===== src/rtl/ram_arbiter.sv =====
`default_nettype none
`timescale 1ns/1ps
// +------------------------------------------------------------------------+
// | Module      : ram_arbiter                                              |
// | Description : Two-port arbiter sharing one single-port RAM between the |
// |               CPU control unit and the program/debug loader. Grants    |
// |               one transaction at a time, sequences the RAM enable,     |
// |               read and write strobes, captures read data and returns   |
// |               a one-cycle ack to the winning requester.                |
// | Revision    : 1.0  initial release                                     |
// +------------------------------------------------------------------------+
// | Ports                                                                  |
// |   clock, reset           : clock and synchronous active-high reset     |
// |   cpu_req/we/addr/wdata  : CPU request; cpu_rdata, cpu_ack returned    |
// |   ldr_req/we/addr/wdata  : loader request; ldr_lock keeps ownership    |
// |                            across back-to-back transactions;           |
// |                            ldr_rdata, ldr_ack returned                 |
// |   ram_enable/read/write  : RAM strobes                                 |
// |   ram_addr/wdata         : RAM address and write data (latched)        |
// |   ram_rdata              : RAM read data, READ_LATENCY edges after     |
// |                            the ISSUE cycle                             |
// |   busy                   : arbiter not in IDLE                         |
// |   grant_ldr              : current or last transaction is the loader's |
// +------------------------------------------------------------------------+
// READ_LATENCY must lie in 1..4.
module ram_arbiter #(
    parameter int ADDR_WIDTH   = 9,
    parameter int DATA_WIDTH   = 32,
    parameter int READ_LATENCY = 1
) (
    input  logic                  clock,
    input  logic                  reset,
    input  logic                  cpu_req,
    input  logic                  cpu_we,
    input  logic [ADDR_WIDTH-1:0] cpu_addr,
    input  logic [DATA_WIDTH-1:0] cpu_wdata,
    output logic [DATA_WIDTH-1:0] cpu_rdata,
    output logic                  cpu_ack,
    input  logic                  ldr_req,
    input  logic                  ldr_we,
    input  logic [ADDR_WIDTH-1:0] ldr_addr,
    input  logic [DATA_WIDTH-1:0] ldr_wdata,
    input  logic                  ldr_lock,
    output logic [DATA_WIDTH-1:0] ldr_rdata,
    output logic                  ldr_ack,
    output logic                  ram_enable,
    output logic                  ram_read,
    output logic                  ram_write,
    output logic [ADDR_WIDTH-1:0] ram_addr,
    output logic [DATA_WIDTH-1:0] ram_wdata,
    input  logic [DATA_WIDTH-1:0] ram_rdata,
    output logic                  busy,
    output logic                  grant_ldr
);

    typedef enum logic [1:0] {
        ST_IDLE  = 2'd0,
        ST_ISSUE = 2'd1,
        ST_WAIT  = 2'd2,
        ST_DONE  = 2'd3
    } state_t;

    // Counter holds READ_LATENCY-1 at most (3), so two bits suffice.
    localparam logic [1:0] C_CNT_LOAD = 2'(READ_LATENCY - 1);

    state_t                  r_state;
    state_t                  w_next_state;
    logic                    r_last_ldr;    // last_grant: 1 = loader
    logic                    r_grant_ldr;
    logic                    r_we;
    logic [ADDR_WIDTH-1:0]   r_addr;
    logic [DATA_WIDTH-1:0]   r_wdata;
    logic [DATA_WIDTH-1:0]   r_cpu_rdata;
    logic [DATA_WIDTH-1:0]   r_ldr_rdata;
    logic [1:0]              r_cnt;

    logic                    w_grant;
    logic                    w_pick_ldr;
    logic                    w_capture;

    // Loader wins when it is the only requester, when the CPU had the last
    // grant (round-robin), or when it held the last grant and asserts lock.
    assign w_pick_ldr = ldr_req && (!cpu_req || !r_last_ldr || ldr_lock);
    assign w_grant    = (r_state == ST_IDLE) && (cpu_req || ldr_req);
    assign w_capture  = (r_state == ST_WAIT) && (r_cnt == 2'd0);

    always_ff @(posedge clock) begin
        if (reset) begin
            r_state     <= ST_IDLE;
            r_last_ldr  <= 1'b1;
            r_grant_ldr <= 1'b0;
            r_we        <= 1'b0;
            r_addr      <= '0;
            r_wdata     <= '0;
            r_cpu_rdata <= '0;
            r_ldr_rdata <= '0;
            r_cnt       <= 2'd0;
        end else begin
            r_state <= w_next_state;

            if (w_grant) begin
                r_we        <= w_pick_ldr ? ldr_we    : cpu_we;
                r_addr      <= w_pick_ldr ? ldr_addr  : cpu_addr;
                r_wdata     <= w_pick_ldr ? ldr_wdata : cpu_wdata;
                r_last_ldr  <= w_pick_ldr;
                r_grant_ldr <= w_pick_ldr;
            end

            if ((r_state == ST_ISSUE) && !r_we) begin
                r_cnt <= C_CNT_LOAD;
            end else if ((r_state == ST_WAIT) && (r_cnt != 2'd0)) begin
                r_cnt <= r_cnt - 2'd1;
            end

            if (w_capture) begin
                if (r_grant_ldr) begin
                    r_ldr_rdata <= ram_rdata;
                end else begin
                    r_cpu_rdata <= ram_rdata;
                end
            end
        end
    end

    always_comb begin
        w_next_state = r_state;
        ram_enable   = 1'b0;
        ram_read     = 1'b0;
        ram_write    = 1'b0;
        cpu_ack      = 1'b0;
        ldr_ack      = 1'b0;

        case (r_state)
            ST_IDLE: begin
                if (cpu_req || ldr_req) begin
                    w_next_state = ST_ISSUE;
                end
            end
            ST_ISSUE: begin
                ram_enable   = 1'b1;
                ram_write    = r_we;
                ram_read     = !r_we;
                w_next_state = r_we ? ST_DONE : ST_WAIT;
            end
            ST_WAIT: begin
                // Enable and address stay asserted while the RAM pipeline drains.
                ram_enable = 1'b1;
                if (r_cnt == 2'd0) begin
                    w_next_state = ST_DONE;
                end
            end
            ST_DONE: begin
                cpu_ack      = !r_grant_ldr;
                ldr_ack      = r_grant_ldr;
                w_next_state = ST_IDLE;
            end
            default: begin
                w_next_state = ST_IDLE;
            end
        endcase
    end

    assign busy      = (r_state != ST_IDLE);
    assign grant_ldr = r_grant_ldr;
    assign ram_addr  = r_addr;
    assign ram_wdata = r_wdata;
    assign cpu_rdata = r_cpu_rdata;
    assign ldr_rdata = r_ldr_rdata;

endmodule
`default_nettype wire


===== config.mk =====
export PLATFORM = sky130hd
export DESIGN_NAME = ram_arbiter
export DESIGN_NICKNAME = d
export VERILOG_FILES = /design/src/rtl/ram_arbiter.sv
export SDC_FILE = /design/constraint.sdc
export NUM_CORES = 1
export LEC_CHECK = 0
export ABC_AREA = 1
export ABC_CLOCK_PERIOD_IN_PS = 2100
export CAP_MARGIN = 20
export CORE_ASPECT_RATIO = 1.5
export CORE_UTILIZATION = 40
export DETAILED_ROUTE_END_ITERATION = 10
export GPL_ROUTABILITY_DRIVEN = 0
export GPL_TIMING_DRIVEN = 0
export PLACE_DENSITY = 0.79
export SLEW_MARGIN = 10
export SYNTH_ARGS = -nofsm -noshare
export SYNTH_HDL_FRONTEND = slang
export SYNTH_SLANG_ARGS = --single-unit

===== constraint.sdc =====
create_clock -name clock -period 2.1 [get_ports clock]
set_input_delay 0.42 -clock clock [delete_from_list [all_inputs] [get_ports clock]]
set_output_delay 0.42 -clock clock [all_outputs]
set_load 0.01 [all_outputs]

==> flow_metrics.env <==
export IMPL_yosys_warnings=0
export IMPL_mostFrequentLayoutCells="226 x clkdlybuf4s50_1, 155 x nor2_1, 110 x dfxtp_1, 96 x nand2_1, 87 x nand3_1"
export IMPL_floorplan_initialDensity_pct=41.6
export IMPL_hold_buffers=0
export IMPL_synth_seq_cells=112
export IMPL_period_share_pct=95.4
export IMPL_layout_drive_gt1_share_pct=4.97
export IMPL_arrival_ns=1.58
export IMPL_power_density_mw_per_mm2=1120
export IMPL_clkLatencyLatePin_ns=0.35
export IMPL_startpoint="r_state[0]"
export IMPL_dp_hpwl_mm=11.0
export IMPL_port_buffers=230
export IMPL_die_x_um=91.9
export IMPL_cts_post_setup_buffers_inserted=0
export IMPL_required_ns=1.68
export IMPL_numClockSinks=112
export IMPL_worst_path_stages=4
export IMPL_clock_skew_ns=0.00921
export IMPL_grt_pass1_wl_mm=22.6
export IMPL_path_buf_inv=2
export IMPL_overflow=0
export IMPL_syn_nets=827
export IMPL_synth_top_area_share_pct=46.3
export IMPL_crit_chain="ha_2 > inv_1 > nor2_1 > clkdlybuf4s50_1"
export IMPL_slew_violations=0
export IMPL_wirelength_mm=14.1
export IMPL_r2r_end="cpu_rdata[19]"
export IMPL_final_hold_viol_count=0
export IMPL_path_max_fanout=5
export IMPL_die_y_um=137
export IMPL_crit_family="buffers and inverters"
export IMPL_setup_tns_ns=0
export IMPL_slowest_stage="clkdlybuf4s50_1"
export IMPL_fp_dieArea_mm2=0.0126
export IMPL_worstMarginPinSlew_ns=0.487
export IMPL_slew_headroom_pct=67.5
export IMPL_htreeDepth=3
export IMPL_num_fill_cells=1042
export IMPL_nNetsFinal=1068
export IMPL_whs_path_depth=4
export IMPL_p_leak_nw=3.39
export IMPL_critPathCapture="cpu_ack"
export IMPL_grt_pass1_vias=4721
export IMPL_max_freq_mhz=499
export IMPL_drc=0
export IMPL_vias_per_cell=4.63
export IMPL_grt_max_degree=24
export IMPL_cts_tree="built"
export IMPL_grtUsageTotal_pct=22.5
export IMPL_wire_per_inst_um=12.8
export IMPL_maxCapViolCount=0
export IMPL_syn_inst=700
export IMPL_syn2layout_area_growth_pct=58.1
export IMPL_diodes=0
export IMPL_design_core_area_mm2=0.0117
export IMPL_yosysTopAreaCell="dfxtp_1"
export IMPL_grtUsageMet1_pct=23.7
export IMPL_reg2reg_from="r_state[0]"
export IMPL_avgSynthCellArea_um2=6.92
export IMPL_antenna_left=0
export IMPL_finalSetupViolCount=0
export IMPL_finish_instance_area_mm2=0.00766
export IMPL_rsz0062_at_grt="no"
export IMPL_grt_met3_usage_pct=5.89
export IMPL_use_met2_pct=42.7
export IMPL_row_count=48
export IMPL_critPathKind="register to output pin"
export IMPL_worstSetupStartpointType="register"
export IMPL_cts_buffer_depth=2
export IMPL_cts_buffers_inserted=9
export IMPL_busiest_layer="met2"
export IMPL_first_pass_iters=4
export IMPL_drt_iter0_drc=103
export IMPL_end_kind="output pin"
export IMPL_status="completed"
export IMPL_max_stage_delay_ns=0.53
export IMPL_yosysUniqueCellTypes=20
export IMPL_peakVddDrop_uv=657
export IMPL_placed_cell_area_mm2=0.00734
export IMPL_reg2reg_slack_ns=0.36
export IMPL_synth_seq_area_share_pct=46.3
export IMPL_antenna_found_initial=0
export IMPL_worstRegToRegCells=7
export IMPL_vias=5078
export IMPL_layout_commonest_cell="clkdlybuf4s50_1"
export IMPL_ios=233
export IMPL_cts_root_buf="clkbuf_16"
export IMPL_yosys_top_cells_area="dfxtp_1 46%, nor2_1 12%, nand3_1 9.0%, nand2_1 7.4%, o21ai_0 6.8%"
export IMPL_hold_path_class="input pin to register"
export IMPL_clk_pin_slew_ns=0.08
export IMPL_synth_area_mm2=0.00485
export IMPL_period_needed_ns=2.00
## state kept, by name, summed over array words and instances (netlist names)
| signal | count |
|---|---|
| cpu_rdata | 32 |
| ram_addr | 9 |
| r_we | 1 |
| ram_wdata | 32 |
| r_state | 2 |
| r_last_ldr | 1 |
| ldr_rdata | 32 |
| grant_ldr | 1 |
| r_cnt | 2 |
## routing by layer
layer | up-vias | wire [µm]
li1 | 2671 | -
met1 | 2188 | 5350
met2 | 194 | 7310
met3 | 25 | 1090
met4 | 0 | 316
met5 | - | 0
## through the flow
step | hold slack, ns | utilization (%) | instances | total power (W) | setup slack, ns
2_1_floorplan | 0.440 | - | 700 | 0.00499 | 0.672
3_3_place_gp | 0.430 | 63.0 | 1080 | 0.00682 | 0.188
3_5_place_dp | 0.435 | 63.0 | 1080 | 0.00688 | 0.166
4_1_cts | 0.400 | 65.7 | 1096 | 0.00866 | 0.0167
5_1_grt | 0.416 | 65.8 | 1096 | 0.00917 | 0.0167
6_report | 0.400 | 65.8 | 1096 | 0.00857 | 0.0975
## layout make-up
| class | count | area, µm² | share of cell area [%] |
|---|---|---|---|
| plain buffers | 46 | 244 | 3.18 |
| clock buffers | 9 | 225 | 2.94 |
| clock inverters | 7 | 96.3 | 1.26 |
| inverters | 89 | 334 | 4.36 |
| multi-input cells | 453 | 2030 | 26.5 |
| flip-flops and latches | 112 | 2240 | 29.3 |
| well taps | 150 | 188 | 2.45 |
| repair buffers | 230 | 2300 | 30.0 |
## logic make-up (layout without fill, tap and decap cells)
logic type / after synthesis / after routing / synth area share, %
adders and majority gates: 6 / 6 / 1.55
DFF: 112 / 112 / 46.3
AOI/OAI and AO/OA: 103 / 103 / 10.7
and+or+nand+nor: 344 / 344 / 29.6
buffers and inverters: 135 / 381 / 11.9
## tightest hold or removal path: cells and delay by family
kind | cells | cell delay (ns)
buffers and inverters | 2 | 0.18
and+or+nand+nor | 2 | 0.11
## synthesized netlist by cell type (all sizes together)
master / number
a211oi: 1
a21oi: 36
buf: 22
clkbuf: 24
dfxtp: 112
ha: 6
inv: 89
nand2: 97
nand3: 89
nand3b: 1
nor2: 157
o21ai: 66
## where the power goes
group	total (W)	leakage, nW	internal, W	switching [W]
Combinational	0.00376	2.31	0.00187	0.00189
Clock	0.00177	0.155	0.000872	0.000898
Sequential	0.00304	0.919	0.00272	0.000319
Total	0.00857	3.39	0.00547	0.00310
## worst min path at each step
stage                        startpoint            end
after global routing              reset   ram_wdata[1]
final                             reset   ram_wdata[1]
after CTS                         reset   ram_wdata[1]
after floorplan                r_cnt[0]       r_cnt[0]
after global placement    ldr_rdata[30]  ldr_rdata[30]
after detailed placement  ldr_rdata[30]  ldr_rdata[30]
## what timing repair did
item / in CTS / in global routing
pin swaps: 0 / 0
endpoints found under the setup margin: 4 / 3
gates resized for setup: 4 / 3
gates cloned: 0 / 0
Power figures use the tool's default switching activity.
